==> src/rtl/rr_arb_response_router.sv <==
// Response router for the round-robin arbiter return path.
// A tag FIFO records the one-hot grant of every accepted issue in order.
// The shared resource's in-order responses are then steered to the client
// at the FIFO head through a per-client valid/ready handshake.
module rr_arb_response_router #(
    parameter int NUM_CLIENTS = 4,
    parameter int DEPTH       = 8,
    parameter int DATA_W      = 32
) (
    input  logic                         clk,
    input  logic                         rst_n,
    input  logic                         issue_valid,
    input  logic [NUM_CLIENTS-1:0]       issue_grant,
    output logic                         issue_ready,
    input  logic                         rsp_valid,
    input  logic [DATA_W-1:0]            rsp_data,
    output logic                         rsp_ready,
    output logic [NUM_CLIENTS-1:0]       cli_rsp_valid,
    output logic [DATA_W-1:0]            cli_rsp_data,
    input  logic [NUM_CLIENTS-1:0]       cli_rsp_ready,
    output logic [$clog2(DEPTH+1)-1:0]   outstanding,
    output logic                         err_unexpected,
    output logic                         err_bad_grant
);

    localparam int PTR_W = $clog2(DEPTH);
    localparam int CNT_W = $clog2(DEPTH+1);

    logic [NUM_CLIENTS-1:0] tag_mem [DEPTH];
    logic [PTR_W-1:0]       wr_ptr;
    logic [PTR_W-1:0]       rd_ptr;
    logic [CNT_W-1:0]       count;
    logic [NUM_CLIENTS-1:0] head;
    logic                   empty;
    logic                   full;
    logic                   grant_onehot;
    logic                   push;
    logic                   pop;

    // Status and handshake terms, all derived from registered FIFO state
    always_comb begin
        empty         = (count == '0);
        full          = (count == CNT_W'(DEPTH));
        grant_onehot  = $onehot(issue_grant);
        head          = tag_mem[rd_ptr];
        issue_ready   = !full;
        cli_rsp_valid = {NUM_CLIENTS{rsp_valid && !empty}} & head;
        cli_rsp_data  = rsp_data;
        rsp_ready     = !empty && (|(head & cli_rsp_ready));
        push          = issue_valid && issue_ready && grant_onehot;
        pop           = rsp_valid && rsp_ready;
        outstanding   = count;
    end

    // Tag storage; contents are only meaningful below the occupancy count
    always_ff @(posedge clk) begin
        if (push) begin
            tag_mem[wr_ptr] <= issue_grant;
        end
    end

    // Pointers and occupancy; pointers wrap naturally since DEPTH is a power of 2
    always_ff @(posedge clk or negedge rst_n) begin
        if (!rst_n) begin
            wr_ptr <= '0;
            rd_ptr <= '0;
            count  <= '0;
        end else begin
            if (push) begin
                wr_ptr <= wr_ptr + PTR_W'(1);
            end
            if (pop) begin
                rd_ptr <= rd_ptr + PTR_W'(1);
            end
            case ({push, pop})
                2'b10:   count <= count + CNT_W'(1);
                2'b01:   count <= count - CNT_W'(1);
                default: count <= count;
            endcase
        end
    end

    // Sticky error flags, cleared only by reset
    always_ff @(posedge clk or negedge rst_n) begin
        if (!rst_n) begin
            err_unexpected <= 1'b0;
            err_bad_grant  <= 1'b0;
        end else begin
            if (rsp_valid && empty) begin
                err_unexpected <= 1'b1;
            end
            if (issue_valid && issue_ready && !grant_onehot) begin
                err_bad_grant <= 1'b1;
            end
        end
    end

`ifndef SYNTHESIS
    a_valid_onehot0: assert property (@(posedge clk) disable iff (!rst_n)
        $onehot0(cli_rsp_valid));
    a_no_pop_empty: assert property (@(posedge clk) disable iff (!rst_n)
        !(pop && empty));
    a_no_push_full: assert property (@(posedge clk) disable iff (!rst_n)
        !(push && full));
`endif

endmodule
==> config.mk <==
export PLATFORM = sky130hd
export DESIGN_NAME = rr_arb_response_router
export DESIGN_NICKNAME = d
export VERILOG_FILES = /design/src/rtl/rr_arb_response_router.sv
export SDC_FILE = /design/constraint.sdc
export NUM_CORES = 1
export LEC_CHECK = 0
export ABC_AREA = 1
export CORE_MARGIN = 2
export CORE_UTILIZATION = 50
export CTS_BUF_LIST = sky130_fd_sc_hd__clkbuf_4 sky130_fd_sc_hd__clkbuf_8
export DETAILED_ROUTE_END_ITERATION = 8
export PLACE_DENSITY = 0.88
export REMOVE_ABC_BUFFERS = 1
export SETUP_SLACK_MARGIN = 0.4
export SLEW_MARGIN = 15
export SYNTH_ARGS = -nofsm -noshare
export SYNTH_HDL_FRONTEND = slang
export SYNTH_SLANG_ARGS = --single-unit
==> constraint.sdc <==
create_clock -name clk -period 4.41 [get_ports clk]
set_input_delay 0.441 -clock clk [delete_from_list [all_inputs] [get_ports clk]]
set_output_delay 0.441 -clock clk [all_outputs]
set_load 0.005 [all_outputs]
==> results of run 1 <==
==> through the flow <==
stage	hold WS, ps	total power (uW)
2_1_floorplan	145	960
3_5_place_dp	468	1190
4_1_cts	485	1500
3_3_place_gp	440	1160
5_1_grt	497	1610
6_report	474	1490
==> cells in the mapped netlist <==
cell type	instances	share of area [%]
nand2_1	62	9.6
inv_1	38	5.9
buf_4	32	10
edfxtp_1	32	40
nand3_1	25	5.2
nor2_1	17	2.6
dfrtp_1	12	12
ha_1	7	3.6
nor3_1	4	0.83
xor2_1	4	1.5
a21oi_1	3	0.62
o21ai_0	3	0.62
buf_2	2	0.41
buf_6	2	0.93
fa_1	2	1.7
nand3_2	2	0.83
o21ai_1	2	0.41
a21o_1	1	0.31
buf_12	1	0.83
nand2_2	1	0.26
nor3b_1	1	0.31
o21ai_2	1	0.36
o21bai_1	1	0.31
or2_2	1	0.26
xnor2_1	1	0.36
==> final cells by class <==
type | count | area [sq um]
multi-input cells | 138 | 722
repair buffers | 27 | 260
well taps | 54 | 67.6
fillers | 408 | 2130
inverters | 38 | 143
clock inverters | 2 | 35.0
clock buffers | 6 | 76.3
flip-flops and latches | 44 | 1260
==> worst max-delay path, delay by kind of cell <==
kind            cells  cell delay [ps]
fa+ha+maj           5             1650
simple gates        3              500
buf+inv             3              810
compound gates      3              360
xor+xnor            1              150
==> metal layers <==
layer	vias to the layer above	routed length [um]	share of wire, %
li1	775	-	-
met1	756	2310	41
met2	98	2470	44
met3	10	735	13
met4	2	85	1.5
met5	-	18	0.32
==> state kept, by name (all words and copies together), names as in the netlist <==
signal          count
err_bad_grant       1
err_unexpected      1
outstanding         4
rd_ptr              3
tag_mem            32
wr_ptr              3
==> kinds of logic after synthesis <==
logic type      after synthesis  share of synthesized area [%]
buf+inv                      75                           18.0
compound gates               11                           2.64
fa+ha+maj                     9                           5.29
xor+xnor                      5                           1.81
flops                        44                           52.3
simple gates                113                           20.0
==> final timing paths <==
check | endpoint | depth (start not counted) | slack (ps) | from
setup reg to reg | outstanding[3] | 16 | 1040 | rd_ptr[0]
hold reg to reg | err_unexpected | 1 | 470 | err_unexpected
hold / removal | err_unexpected | 1 | 470 | err_unexpected
setup / recovery | outstanding[3] | 15 | 660 | issue_grant[0]
min in group asynchronous | outstanding[2] | 1 | 510 | rst_n
max in group asynchronous | outstanding[1] | 1 | 3530 | rst_n
==> power groups by stage <==
stage               sequential [uW]  clock (uW)  combinational [uW]
finish                          602         304                 588
global route                    614         323                 670
global placement                604           0                 557
CTS                             600         310                 588
detailed placement              609           0                 583
floorplan                       586           0                 374
==> out/results.ini, run 1 <==
[drt]
final_antenna_net_count=0
vias=1641
drt_first_pass_iters=4
drt_iter0_markers=149
drc_errors=0
via_per_inst=5.31
routed_wl_um=5620
routedWlPerCell_um=18.2

[clock_tree]
numCtsBuffers=5
cts_hold_buf=0
root_buffer=clkbuf_8
cts_resized=0
cts_tree=built
post_cts_buffers=0
clock_sinks=44
clk_latency_ps=290
h-tree-depth=2
clockBufferDepth=2
clk_pin_slew_worst_paths_ps=80

[die]
start_util_pct=51.4
chipHeight_um=73.5
fp.dieW_um=73.5
core_sq_um=4690
die_area_sq_um=5400
placementRows=25
ios=88

[global_route]
grt_first_pass_wirelength_um=8550
use_met2_pct=31.3
grt_usage_pct=22.2
antenna_found_initial=0
grt_overflow=0
grt_util_met3_pct=14.1
grtUsageMet1_pct=27.3
grt_start_max_net_pins=22
grt_pass1_vias=1525
busiest_layer=met2

[worst_setup_path]
crit_arrival_ps=3920
cpPeakStageDelay_ps=660
crit_chain=clkdlybuf4s50_1, inv_1, fa_1, inv_1, ha_1, ha_1, nor3b_2, nand3_2, ha_1, ha_1, a21oi_1, nand2_1, a21oi_1, o21ai_0, xor2_1
path_class=in -> reg
slowest_stage=clkdlybuf4s50_1
crit_path_frequent_cell=ha_1
critPathLaunchType=input port
endpoint_kind=flip-flop
worstPathMaxFanout=9
required_ps=4590

[yosys]
ys_seq_area_share_pct=52.3
syn_inst=257
synth_cell_types=25
syn_avg_cell_area_sq_um=9.39
synth_seq_cells=44
syn_area_sq_um=2410
yosys_warnings=0

[cells_and_area]
final_cell_mix=nand2_1, inv_1, edfxtp_1, nand3_1, clkdlybuf4s50_1
fin_util_pct=54.7
antenna_cells=0
final_nets=307
layout-drive-gt1-share_pct=7.06
layout_commonest_cell=nand2_1
syn_to_final_growth_pct=6.27
finalInstanceArea_sq_um=2560
fin_cells=309

[sta]
min_period_ps=3750
fmax_mhz=267
setup_viol=0
tns_ps=0
max-slew-margin-rel_pct=56.4
skew_ps=3.93
finalCritPeriodShare_pct=85.0
grt_setup_unrepaired=false
hold_viol_final=0
slew_viol_final=0
tightest_slew_ps=654
setup_slack_ps=663

[pwr]
power_switching_uw=547
cellInternalPower_uw=946
p_clk_share_pct=20.3
ir_worst_vdd_uv=221
swShare_pct=36.6
combPwrFrac_pct=39.3
p_seq_share_pct=40.3
p_leak_uw=0.00117
powerDensity_nw_per_um2=582

[worst_hold_path]
min_path_type=reg -> reg

[placed_design]
pre_cts_slack_ps=271
dpl_cell_area_sq_um=2450
hpwlAfterDp_um=4130
port_buffers=23
place_congestion=0.765
dp_cells=301

[status]
status=finished, final reports clean

[flow_run]
maxCapViolCount=0

Note: power is estimated with default switching activity, not from simulation.
==> run 2: changes to the inputs <==
--- a/config.mk
+++ b/config.mk
@@ -7,10 +7,10 @@
 export LEC_CHECK = 0
 export ABC_AREA = 1
 export CORE_MARGIN = 2
-export CORE_UTILIZATION = 50
+export CORE_UTILIZATION = 42
 export CTS_BUF_LIST = sky130_fd_sc_hd__clkbuf_4 sky130_fd_sc_hd__clkbuf_8
 export DETAILED_ROUTE_END_ITERATION = 8
-export PLACE_DENSITY = 0.88
+export PLACE_DENSITY = 0.79
 export REMOVE_ABC_BUFFERS = 1
 export SETUP_SLACK_MARGIN = 0.4
 export SLEW_MARGIN = 15
==> constraint.sdc (replaced) <==
create_clock -name clk -period 3.15 [get_ports clk]
set_input_delay 0.315 -clock clk [delete_from_list [all_inputs] [get_ports clk]]
set_output_delay 0.315 -clock clk [all_outputs]
set_load 0.005 [all_outputs]
==> out/results.ini, run 2 (same netlist as run 1, synthesis figures left out) <==
[cells_and_area]
largest-register=tag_mem  ; unchanged
antenna_cells=0  ; unchanged
final_nets=332  ; was 307
largest_reg_flops=32  ; unchanged
layout-drive-gt1-share_pct=25.4  ; was 7.06%
syn_to_final_growth_pct=21.9  ; was 6.27%
fin_cells=352  ; was 309
layout_commonest_cell=nand2_1  ; unchanged
final_cell_mix=nand2_1, inv_1, edfxtp_1, buf_4  ; was nand2_1, inv_1, edfxtp_1, nand3_1, clkdlybuf4s50_1

[worst_setup_path]
path_class=reg -> reg  ; was in -> reg
critPathLaunchType=flip-flop  ; was input port
crit_arrival_ps=2890  ; was 3920 ps
endpoint_kind=flip-flop  ; unchanged
worstPathMaxFanout=5  ; was 9
required_ps=3370  ; was 4590 ps

[flow_run]
maxCapViolCount=0  ; unchanged

[status]
status=finished, final reports clean  ; unchanged

[placed_design]
place_congestion=0.867  ; was 0.765
pre_cts_slack_ps=-410  ; was 271 ps
hpwlAfterDp_um=4250  ; was 4130 um
dp_cells=333  ; was 301
port_buffers=23  ; unchanged

[pwr]
ir_worst_vdd_uv=440  ; was 221 uV
p_leak_uw=0.00132  ; was 0.00117 uW
powerDensity_nw_per_um2=846  ; was 582 nW/um^2

[sta]
setup_slack_ps=481  ; was 663 ps
fmax_mhz=375
finalCritPeriodShare_pct=84.7
grt_setup_unrepaired=true  ; was false
max-slew-margin-rel_pct=61.6  ; was 56.4%
hold_viol_final=0  ; unchanged
tns_ps=0  ; unchanged
tightest_slew_ps=574  ; was 654 ps
skew_ps=3.41  ; was 3.93 ps
slew_viol_final=0  ; unchanged
whs_ps=383  ; was 474 ps
setup_viol=0  ; unchanged
min_period_ps=2670

[drt]
vias=1791  ; was 1641
routed_wl_um=6380  ; was 5620 um
via_per_inst=5.09  ; was 5.31
drc_errors=0  ; unchanged
drt_first_pass_iters=4  ; unchanged
final_antenna_net_count=0  ; unchanged
drt_iter0_markers=152  ; was 149
routedWlPerCell_um=18.1  ; was 18.2 um

[clock_tree]
cts_tree=built  ; unchanged
h-tree-depth=2  ; unchanged
clk_latency_ps=290  ; about the same
root_buffer=clkbuf_8  ; unchanged
clk_pin_slew_worst_paths_ps=80  ; about the same
numCtsBuffers=5  ; unchanged
clockBufferDepth=2  ; unchanged
clock_sinks=44  ; unchanged

[die]
core_sq_um=5540  ; was 4690 sq um
ios=88  ; unchanged
start_util_pct=43.6  ; was 51.4%
fp.dieW_um=79.8  ; was 73.5 um
placementRows=27  ; was 25
die_area_sq_um=6370  ; was 5400 sq um
chipHeight_um=79.8  ; was 73.5 um

[global_route]
grt_first_pass_wirelength_um=9030  ; was 8550 um
antenna_found_initial=0  ; unchanged
grt_usage_pct=19.5  ; was 22.2%
grt_overflow=0  ; unchanged
grt_pass1_vias=1706  ; was 1525
grt_start_max_net_pins=21  ; was 22

[worst_hold_path]
min_path_type=in -> async  ; was reg -> reg

## run 2: cell count changes in the layout (fill, tap and decap cells not counted), sizes merged
cell	delta
buf	+23
clkbuf	+4
clkdlybuf4s50	-3
clkinvlp	+2
inv	-1
## run 2: report_power, final
part | switching, uW | internal (uW)
Sequential | 120 | 710
Clock | 186 | 244
Combinational | 607 | 620
Total | 914 | 1570
## run 2: path summary, 6_finish.rpt
check | start | endpoint | slack (ps) | depth (start not counted)
min in group clk | issue_grant[1] | tag_mem[5][1] | 400 | 2
worst min register to register | err_unexpected | err_unexpected | 480 | 1
worst min-delay path | rst_n | err_unexpected | 380 | 1
worst max register to register | rd_ptr[0] | outstanding[1] | 480 | 16
max in group asynchronous | rst_n | rd_ptr[1] | 2360 | 1
worst max-delay path | rd_ptr[0] | outstanding[1] | 480 | 16
## run 2: repair_timing
item,4_1_cts,5_1_grt
hold endpoints to repair,0,0
pin swaps,6,17
setup buffers,1,7
hold buffers,0,0
setup endpoints to repair,35,24
gates resized for setup,16,29
cloned,0,3
## run 2: metal layers
metal | up-vias | part of all wire, % | track usage [%]
met2 | 109 | 49 | 29.1
met3 | 6 | 14 | 12.6
met5 | - | 0 | 8.18
met1 | 852 | 36 | 22.4
li1 | 824 | - | -
met4 | 0 | 1.1 | 6.10
## run 2: cell type report
class                           instances  area, sq um
Multi-Input combinational cell        138          837
Sequential cell                        44         1260
Timing Repair Buffer                   51          485
Tap cell                               72         90.1
Clock inverter                          2         35.0
Fill cell                             463         2600
Clock buffer                            6         76.3
Inverter                               38          146
Timing Repair inverter                  1         7.51
## run 2: per-stage QoR
stage | utilization (%) | instance area [sq um] | power [uW]
6_report | 53.1 | 2940 | 2490
5_1_grt | 53.1 | 2940 | 2670
4_1_cts | 49.6 | 2750 | 2200
3_5_place_dp | 46.5 | 2580 | 1710
3_3_place_gp | 46.5 | 2580 | 1680
2_1_floorplan | - | 2120 | 1340
## run 2: worst max-delay path, cell delays in order (launching register included)
cell and delay (ps):
dfrtp_2 470, buf_4 170, clkbuf_16 140, nand2_1 50
nand2_1 90, nand2_1 80, nand3_1 100, nand3_2 90
nand2_2 80, o21ai_4 180, inv_2 70, ha_4 180
buf_4 130, buf_4 130, inv_1 70, fa_1 400
o21ai_0 150
==> run 3: changes to the inputs <==
==> constraint.sdc (replaced) <==
create_clock -name clk -period 2.3 [get_ports clk]
set_input_delay 0.23 -clock clk [delete_from_list [all_inputs] [get_ports clk]]
set_output_delay 0.23 -clock clk [all_outputs]
set_load 0.005 [all_outputs]
==> out/results.ini, run 3 (same netlist as run 1, synthesis figures left out) <==
[status]
status=finished with violations  ; was finished, final reports clean
violations=negative setup slack

[worst_hold_path]
min_path_type=in -> reg  ; was in -> async
holdPathStages=2

[cells_and_area]
final_cell_mix=nand2_1, edfxtp_1, inv_1, buf_4, buf_6  ; was nand2_1, inv_1, edfxtp_1, buf_4
largest-register=tag_mem  ; unchanged
final_nets=348  ; was 332
layout_commonest_cell=nand2_1  ; unchanged
largest_reg_flops=32  ; unchanged
antenna_cells=0  ; unchanged
layout-drive-gt1-share_pct=38.5  ; was 25.4%
syn_to_final_growth_pct=35.6  ; was 21.9%

[worst_setup_path]
rr_worst_depth=15  ; was 16
required_ps=2480  ; was 3370 ps
crit_arrival_ps=2720  ; was 2890 ps
critPathLaunchType=flip-flop  ; unchanged
worstPathMaxFanout=7  ; was 5
path_class=reg -> reg  ; unchanged
endpoint_kind=flip-flop  ; unchanged

[drt]
routedWlPerCell_um=19.1  ; was 18.1 um
drc_errors=0  ; unchanged
drt_first_pass_iters=5  ; was 4
highest_layer=met5  ; was met4
via_per_inst=5.11  ; was 5.09
vias=1879  ; was 1791
met1_length_um=2640  ; was 2310 um
final_antenna_net_count=0  ; unchanged
drt_iter0_markers=196  ; was 152
wl_met3_um=780  ; was 897 um
wl_met2_um=3500  ; was 3110 um
routed_wl_um=7020  ; was 6380 um

[global_route]
grt_overflow=0  ; unchanged
grt_usage_pct=19.8  ; was 19.5%
grt_first_pass_wirelength_um=9280  ; was 9030 um
grt_start_max_net_pins=16  ; was 21
grt_pass1_vias=1681  ; was 1706
antenna_found_initial=0  ; unchanged

[die]
ios=88  ; unchanged
fp.dieW_um=79.8  ; unchanged
placementRows=27  ; unchanged
die_area_sq_um=6370  ; unchanged
core_sq_um=5540  ; unchanged
chipHeight_um=79.8  ; unchanged
start_util_pct=43.6  ; unchanged

[placed_design]
place_congestion=0.797  ; was 0.867
hpwlAfterDp_um=4300  ; was 4250 um
pre_cts_slack_ps=-1310  ; was -410 ps
port_buffers=23  ; unchanged

[pwr]
total_power_uw=3720  ; was 2490 uW
powerDensity_nw_per_um2=1140  ; was 846 nW/um^2
ir_worst_vdd_uv=504  ; was 440 uV
p_leak_uw=0.00148  ; was 0.00132 uW

[sta]
hold_viol_final=0  ; unchanged
grt_setup_unrepaired=true  ; unchanged
setup_viol=35  ; was 0
max-slew-margin-rel_pct=61.1  ; was 61.6%
min_period_ps=2540  ; was 2670 ps
setup_slack_ps=-243  ; was 481 ps
slew_viol_final=0  ; unchanged
finalCritPeriodShare_pct=111  ; was 84.7%
tns_ps=-5210  ; was 0 ps
fmax_mhz=393  ; was 375 MHz
tightest_slew_ps=582  ; was 574 ps
skew_ps=6.92  ; was 3.41 ps

[flow_run]
maxCapViolCount=0  ; unchanged

[clock_tree]
cts_tree=built  ; unchanged
clk_pin_slew_worst_paths_ps=80  ; about the same
numCtsBuffers=5  ; unchanged
clock_sinks=44  ; unchanged
cts_hold_buf=0  ; unchanged
root_buffer=clkbuf_8  ; unchanged
clockBufferDepth=2  ; unchanged
h-tree-depth=2  ; unchanged
clk_latency_ps=290  ; about the same

run 3: power breakdown:
part,switching (uW),leakage (uW),internal (uW)
Combinational,1010,0.000998,1000
Sequential,156,0.000425,973
Clock,254,0.0000532,316
Total,1420,0.00148,2290
run 3: final timing paths:
path	slack [ps]	from	to
setup reg to reg	-240	rd_ptr[0]	outstanding[3]
hold reg to reg	470	err_unexpected	err_unexpected
max in group asynchronous	1590	rst_n	rd_ptr[0]
min in group asynchronous	300	rst_n	rd_ptr[2]
setup / recovery	-240	rd_ptr[0]	outstanding[3]
hold / removal	280	issue_grant[3]	tag_mem[4][3]
run 3: area by class of cell:
cell class | instances | area [sq um]
fill | 407 | 2270
multi-input combinational | 138 | 995
tap | 72 | 90.1
clock inverter | 3 | 37.5
sequential | 44 | 1260
inverter | 38 | 150
clock buffer | 5 | 68.8
timing repair buffer | 68 | 667
run 3: per-layer routing:
layer,global-route usage (%),up-vias
li1,-,861
met1,23.2,907
met2,29.2,97
met3,13.1,12
met4,5.59,2
met5,6.36,-
run 3: repair_timing:
action | CTS | global route
endpoints found under the setup margin | 45 | 42
setup buffers | 6 | 8
pin swaps | 13 | 21
cloned | 0 | 2
hold endpoints to repair | 0 | 0
gates resized for setup | 61 | 61
run 3: stage by stage:
step	area (sq um)	hold WS, ps	std cells	utilization (%)
finish	3270	276	368	59.1
global route	3270	273	368	59.1
CTS	2970	293	358	53.6
detailed placement	2670	449	344	48.2
global placement	2670	444	344	48.2
floorplan	2120	-65.6	220	-
run 3: critical path, cell delays in order, from the launching register on:
cell and delay [ps]:
dfrtp_2 420, inv_2 80, clkbuf_16 160, o21ai_1 210, nand3_2 140, nand3_2 90
nand2_2 70, o21ai_2 180, inv_2 70, ha_4 180, ha_4 230, a21oi_4 120
nand2_2 80, a21oi_2 140, o21ai_2 80, xor2_1 150
